$ cat src/rtl/mypackage.sv
// Shared constants and types for the synthesiser datapath.
package mypackage;

    localparam int AMPLITUDE_BITS = 24;
    localparam int MAX_VOICES     = 64;

    typedef logic [$clog2(MAX_VOICES)-1:0] voice_index_t;

    typedef enum logic [1:0] {
        IDLE,
        RUN,
        FLUSH,
        DONE
    } mix_state_t;

endpackage

$ cat src/rtl/poly_mixer_mac.sv
// Registered top-half multiply followed by an accumulator with synchronous clear.
module poly_mixer_mac #(
    parameter int AMP_W = 24,
    parameter int ACC_W = 27
) (
    input  logic             clock,
    input  logic             reset,
    input  logic             clear,
    input  logic             load,
    input  logic             accumulate,
    input  logic [AMP_W-1:0] a,
    input  logic [AMP_W-1:0] b,
    input  logic             gate,
    output logic [ACC_W-1:0] acc
);

    logic [2*AMP_W-1:0] full_product;
    logic [AMP_W-1:0]   product;

    assign full_product = {{AMP_W{1'b0}}, a} * {{AMP_W{1'b0}}, b};

    always_ff @(posedge clock or posedge reset) begin
        if (reset) begin
            product <= '0;
            acc     <= '0;
        end else if (clear) begin
            product <= '0;
            acc     <= '0;
        end else begin
            if (load)
                product <= gate ? full_product[2*AMP_W-1:AMP_W] : '0;
            // The accumulator consumes the product registered one cycle earlier.
            if (accumulate)
                acc <= acc + ACC_W'(product);
        end
    end

endmodule

$ cat src/rtl/poly_mixer.sv
// Time-multiplexed voice mixer: one voice product per clock, then saturate or normalise.
//
// state | meaning
// IDLE  | waiting for start; out held
// RUN   | one voice multiplied per cycle, previous product accumulated
// FLUSH | last product added to the accumulator
// DONE  | result registered, out_valid pulsed on the way back to IDLE
module poly_mixer
    import mypackage::*;
#(
    parameter int VOICES         = 8,
    parameter int AMPLITUDE_BITS = mypackage::AMPLITUDE_BITS,
    parameter int NORMALISE      = 0
) (
    input  logic                             clock,
    input  logic                             reset,
    input  logic                             start,
    input  logic [VOICES*AMPLITUDE_BITS-1:0] osc,
    input  logic [VOICES*AMPLITUDE_BITS-1:0] env,
    input  logic [VOICES-1:0]                enable,
    output logic [AMPLITUDE_BITS-1:0]        out,
    output logic                             out_valid,
    output logic                             busy,
    output logic                             clipped,
    output logic                             overrun
);

    localparam int LOG2V = $clog2(VOICES);
    localparam int ACC_W = AMPLITUDE_BITS + LOG2V;
    localparam logic [ACC_W-1:0] SAT_LIMIT = ACC_W'({AMPLITUDE_BITS{1'b1}});

    mix_state_t                state;
    voice_index_t              idx;
    logic [AMPLITUDE_BITS-1:0] osc_sh [VOICES];
    logic [AMPLITUDE_BITS-1:0] env_sh [VOICES];
    logic [VOICES-1:0]         en_sh;

    logic [AMPLITUDE_BITS-1:0] osc_sel;
    logic [AMPLITUDE_BITS-1:0] env_sel;
    logic                      en_sel;
    logic [ACC_W-1:0]          acc;
    logic [ACC_W-1:0]          norm_sum;
    logic                      accept;
    logic                      saturate;

    assign accept   = (state == IDLE) && start;
    assign norm_sum = acc >> LOG2V;
    assign saturate = (NORMALISE == 0) && (acc > SAT_LIMIT);

    always_comb begin
        osc_sel = '0;
        env_sel = '0;
        en_sel  = 1'b0;
        for (int v = 0; v < VOICES; v++) begin
            if (idx == voice_index_t'(v)) begin
                osc_sel = osc_sh[v];
                env_sel = env_sh[v];
                en_sel  = en_sh[v];
            end
        end
    end

    poly_mixer_mac #(
        .AMP_W(AMPLITUDE_BITS),
        .ACC_W(ACC_W)
    ) u_mac (
        .clock     (clock),
        .reset     (reset),
        .clear     (accept),
        .load      (state == RUN),
        .accumulate((state == RUN) || (state == FLUSH)),
        .a         (osc_sel),
        .b         (env_sel),
        .gate      (en_sel),
        .acc       (acc)
    );

    always_ff @(posedge clock or posedge reset) begin
        if (reset) begin
            state     <= IDLE;
            idx       <= '0;
            en_sh     <= '0;
            out       <= '0;
            out_valid <= 1'b0;
            busy      <= 1'b0;
            clipped   <= 1'b0;
            overrun   <= 1'b0;
            for (int v = 0; v < VOICES; v++) begin
                osc_sh[v] <= '0;
                env_sh[v] <= '0;
            end
        end else begin
            out_valid <= 1'b0;
            if (start && state != IDLE)
                overrun <= 1'b1;
            case (state)
                IDLE: begin
                    if (start) begin
                        for (int v = 0; v < VOICES; v++) begin
                            osc_sh[v] <= osc[v*AMPLITUDE_BITS +: AMPLITUDE_BITS];
                            env_sh[v] <= env[v*AMPLITUDE_BITS +: AMPLITUDE_BITS];
                        end
                        en_sh <= enable;
                        idx   <= '0;
                        busy  <= 1'b1;
                        state <= RUN;
                    end
                end
                RUN: begin
                    if (idx == voice_index_t'(VOICES - 1)) begin
                        state <= FLUSH;
                    end else begin
                        idx <= idx + 1'b1;
                    end
                end
                FLUSH: begin
                    state <= DONE;
                end
                DONE: begin
                    if (NORMALISE != 0)
                        out <= norm_sum[AMPLITUDE_BITS-1:0];
                    else if (saturate)
                        out <= '1;
                    else
                        out <= acc[AMPLITUDE_BITS-1:0];
                    clipped   <= saturate;
                    out_valid <= 1'b1;
                    busy      <= 1'b0;
                    idx       <= '0;
                    state     <= IDLE;
                end
                default: state <= IDLE;
            endcase
        end
    end

endmodule

$ cat config.mk
export PLATFORM = sky130hd
export DESIGN_NAME = poly_mixer
export DESIGN_NICKNAME = d
export VERILOG_FILES = /design/src/rtl/mypackage.sv /design/src/rtl/poly_mixer_mac.sv /design/src/rtl/poly_mixer.sv
export SDC_FILE = /design/constraint.sdc
export NUM_CORES = 2
export LEC_CHECK = 0
export BUFFER_PORTS_ARGS = -buffer_cell sky130_fd_sc_hd__buf_4
export CAP_MARGIN = 20
export CORE_MARGIN = 5
export CORE_UTILIZATION = 61
export CTS_CLUSTER_SIZE = 25
export DETAILED_ROUTE_END_ITERATION = 7
export PLACE_DENSITY = 0.9
export SETUP_SLACK_MARGIN = 0.1
export SYNTH_ARGS = -nofsm -noshare
export SYNTH_HDL_FRONTEND = slang
export SYNTH_HIERARCHICAL = 1
export SYNTH_SLANG_ARGS = --single-unit
$ cat constraint.sdc
create_clock -name clock -period 15.3 [get_ports clock]
set_clock_uncertainty 0.05 [all_clocks]
set_input_delay 0.765 -clock clock [delete_from_list [all_inputs] [get_ports clock]]
set_output_delay 0.765 -clock clock [all_outputs]
set_load 0.01 [all_outputs]
==> out/results.txt <==
In this run, synthesis produced a sequential element count of 479. The library cell used as clock root buffer is sky130_fd_sc_hd__clkbuf_16. The fraction of final layout cells with drive strength greater than 1 came out at 24.4%.

After technology mapping, the gate count stands at 3978. The logs give 479 for the total number of clock tree sinks and 0 for the total of hold buffers inserted after clock tree synthesis. The average cell area after synthesis is 10.3 um^2, and the post-cts sizing count is 0. Entering global routing, the biggest net connects 190 pins.

The congestion estimate from routability-driven global placement came to 0.986. The library cell used most frequently in the layout, excluding fill and tap cells, is sky130_fd_sc_hd__inv_1. The sequential area share after synthesis was 29.2%.

The layout overhead on the synthesized area was 14.5%. The summed negative setup slack over all endpoints is 0 ps, and the count of endpoints failing setup in the final report is 0. The via count of the first global-routing pass was 35400; the transition time of the tightest slew-check pin was 1180 ps. By area the synthesized netlist is led by sky130_fd_sc_hd__dfrtp_1 (29%), sky130_fd_sc_hd__fa_1 (23%), sky130_fd_sc_hd__mux2_2 (10%), sky130_fd_sc_hd__ha_1 (6.2%), sky130_fd_sc_hd__inv_1 (5.4%). Tracing the worst setup path back leads to its startpoint at idx[2].

For the placement row count, the log shows 95. After legalization and detailed placement, the total HPWL measured 94.9 mm. In this run the deepest clock path goes through 3 buffers. The highest fanout seen on the critical path was 56. The pre-antenna-repair detailed-routing pass consisted of 7 iterations. The setup check on the worst reg-to-reg path leaves a slack of 4400 ps. After detailed routing, the average wire length per cell comes to 25.7 um.

The number of buffers added for setup after CTS was 0. The die covers 72600 um^2. The tools report the upper clock frequency limit as 91.8 MHz. The top-level port count was 423; the worst path arrival time was 11340 ps. The time the worst path needs with I/O delays and setup is 10900 ps, and the number of nets with antenna violations after detailed routing is 0. Total via count in the routed design: 33400. The number of enable-type register cells in the synthesized netlist is 0, and the wire length of the first global-routing pass is 205 mm.

Once the floorplan was initialized, standard cells occupied 61.4% of the core. The maximum level of the CTS H-tree is 2. The total of buffers placed on input and output ports is 422. The distinct cell type count of the synthesized netlist was 71. The worst-case setup margin in the final layout was 4400 ps. The launch point of the worst reg-to-reg path is idx[2]. In the synthesized netlist the async set-or-reset flop fraction comes to 100%. The flow ran to the end, and the final reports show no timing, DRC or antenna violations. For the final wirelength, the log shows 133 mm.

The cell taking the most area after synthesis is sky130_fd_sc_hd__dfrtp_1. The floorplan die height came out at 269 um. The synthesized cell area came out at 41100 um^2. For the final-report max-slew violation count, the log shows 0. The worst setup path is launched from a flop. In the synthesized netlist the dominant register cell turns out to be sky130_fd_sc_hd__dfrtp_1. For the relative slew slack, the log shows 21.6%. The tools report the end point of the critical path as u_mac/product[21]. Final-report hold violation count: 0.

The run gives 16 as the initial antenna violation count. The class of the most critical hold timing path was in -> async. The width of the die is 269 um. At the end of the flow the core is filled with cells to 70.3%. For this run, design rule violations remaining after detail routing come to 0. The number of nets in the synthesized netlist is 5057, and the violation count after the first detailed-routing iteration is 3826. After synthesis, the largest area contributor takes up 29.2% of total cell area. Across the run, the number of max-cap violations was 0. The layout net count is 5334, and the number of CTS-inserted buffers is 49. The library cells used most frequently in the layout, excluding fill and tap cells, are sky130_fd_sc_hd__inv_1 (586), sky130_fd_sc_hd__buf_4 (485), sky130_fd_sc_hd__fa_1 (482). The core region is 66900 um^2. After layout, the worst path uses 71.2% of the clock period.

The run gives 15750 ps as the data required time of the critical path. The number of cells on the worst reg-to-reg path came out at 27. Global routing consumed, over all layers together, 36.0% of the routing resources. OpenSTA, run right after detailed placement, puts the worst setup slack at 4590 ps. STA classifies the critical path endpoint as a flop. Setup repair after global routing left no endpoint under its margin.

The insertion delay to the later sink of the worst-skew pair was 610 ps; the number of warnings issued by yosys was 6. The CTS clock-pin slew for the worst setup and hold paths is 60 ps, and the post-route non-filler standard cell count is 5181. The reg-to-reg critical path endpoint is u_mac/product[21]. Using the TritonRoute via totals, the vias-per-cell ratio works out to 6.45.

The setup path with the least slack is of type reg -> reg. For this run the aggregate overflow at the end of global routing stands at 0. The total placed cells including tap cells came out at 5074. TritonCTS built the clock tree.
## through the flow
step / instance area (um^2) / hold WS, ps
floorplan: 41100 / 420
global placement: 45300 / 409
detailed placement: 45300 / 427
CTS: 46900 / 248
global route: 47000 / 42.9
finish: 47000 / 50.4
## cells in the mapped netlist (16+ instances only)
cell type                   number
sky130_fd_sc_hd__dfrtp_1       479
sky130_fd_sc_hd__ha_1          202
sky130_fd_sc_hd__fa_1          482
sky130_fd_sc_hd__o21ai_0        41
sky130_fd_sc_hd__or3_1          53
sky130_fd_sc_hd__and2_1        278
sky130_fd_sc_hd__a22o_1         21
sky130_fd_sc_hd__a21oi_1       132
sky130_fd_sc_hd__and3_1         32
sky130_fd_sc_hd__o22a_1         24
sky130_fd_sc_hd__clkbuf_1      231
sky130_fd_sc_hd__or4b_2         37
sky130_fd_sc_hd__xnor2_1        29
sky130_fd_sc_hd__mux2_2        377
sky130_fd_sc_hd__o22ai_1        83
sky130_fd_sc_hd__nor2_1         52
sky130_fd_sc_hd__buf_2          24
sky130_fd_sc_hd__o2111ai_1      37
sky130_fd_sc_hd__nand2_1       353
sky130_fd_sc_hd__inv_1         588
sky130_fd_sc_hd__o211ai_1       16
sky130_fd_sc_hd__mux2i_1        19
sky130_fd_sc_hd__a21o_1         59
sky130_fd_sc_hd__a31oi_1        45
sky130_fd_sc_hd__nor3_1         24
sky130_fd_sc_hd__nand3_1       100
## cell families after synthesis
| group | Yosys count | synth area share [%] |
|---|---|---|
| flops | 479 | 29.2 |
| simple gates | 989 | 12.8 |
| buf+inv | 851 | 7.85 |
| mux | 396 | 10.8 |
| xor+xnor | 39 | 0.832 |
| compound gates | 540 | 8.93 |
| fa+ha+maj | 684 | 29.6 |
## registers in the layout, summed over array words and instances, names as in the netlist, 2 cells and up
name / cells
state: 2
u_mac/product: 24
u_mac/acc: 27
osc_sh: 192
out: 24
env_sh: 192
en_sh: 8
idx: 6
## routing by layer
| metal | global-route usage, % | vias to the layer above | wire length [um] |
|---|---|---|---|
| met5 | 0 | - | 32 |
| met4 | 20.7 | 4 | 10000 |
| met3 | 13.9 | 682 | 18100 |
| met2 | 56.7 | 2642 | 60800 |
| met1 | 42.4 | 16400 | 44300 |
| li1 | - | 13700 | - |
## worst max-delay path: stages (launching register included)
cell,delay [ps]
sky130_fd_sc_hd__dfrtp_2,1010
sky130_fd_sc_hd__nand2b_1,340
sky130_fd_sc_hd__nor2_4,750
sky130_fd_sc_hd__buf_4,620
sky130_fd_sc_hd__a21oi_1,210
sky130_fd_sc_hd__a31oi_4,940
sky130_fd_sc_hd__nand2_1,190
sky130_fd_sc_hd__fa_1,580
sky130_fd_sc_hd__inv_1,50
sky130_fd_sc_hd__fa_1,400
sky130_fd_sc_hd__fa_1,490
sky130_fd_sc_hd__fa_1,570
sky130_fd_sc_hd__fa_1,430
sky130_fd_sc_hd__fa_1,490
sky130_fd_sc_hd__inv_1,50
sky130_fd_sc_hd__fa_1,520
sky130_fd_sc_hd__inv_1,60
sky130_fd_sc_hd__ha_1,300
sky130_fd_sc_hd__a21oi_1,210
sky130_fd_sc_hd__o21ai_1,90
sky130_fd_sc_hd__or3_1,380
sky130_fd_sc_hd__o31a_1,380
sky130_fd_sc_hd__a2111o_1,470
sky130_fd_sc_hd__a311oi_4,400
sky130_fd_sc_hd__o211ai_1,190
sky130_fd_sc_hd__a21oi_1,220
sky130_fd_sc_hd__xnor2_1,80
sky130_fd_sc_hd__a22o_1,190
## area by class of cell
type / instances / area (um^2)
Tap cell: 873 / 1090
Sequential cell: 479 / 12000
Clock buffer: 69 / 1400
Multi-Input combinational cell: 2648 / 26300
Timing Repair Buffer: 489 / 3710
Antenna cell: 17 / 42.5
Clock inverter: 18 / 224
Fill cell: 4395 / 19900
Inverter: 588 / 2210
## worst min path at each step
stage                     start          endpoint  slack, ps  cells after the start
4_1_cts                   reset            out[6]        250                      2
3_5_place_dp            clipped           clipped        430                      1
2_1_floorplan  u_mac/product[2]  u_mac/product[2]        420                      1
3_3_place_gp            overrun           overrun        410                      1
5_1_grt                   reset     u_mac/acc[15]         40                      2
6_report                  reset     u_mac/acc[14]         50                      2
Power is not shown: default switching activity piles up to over one toggle a cycle in this logic, so the estimate is an artifact.
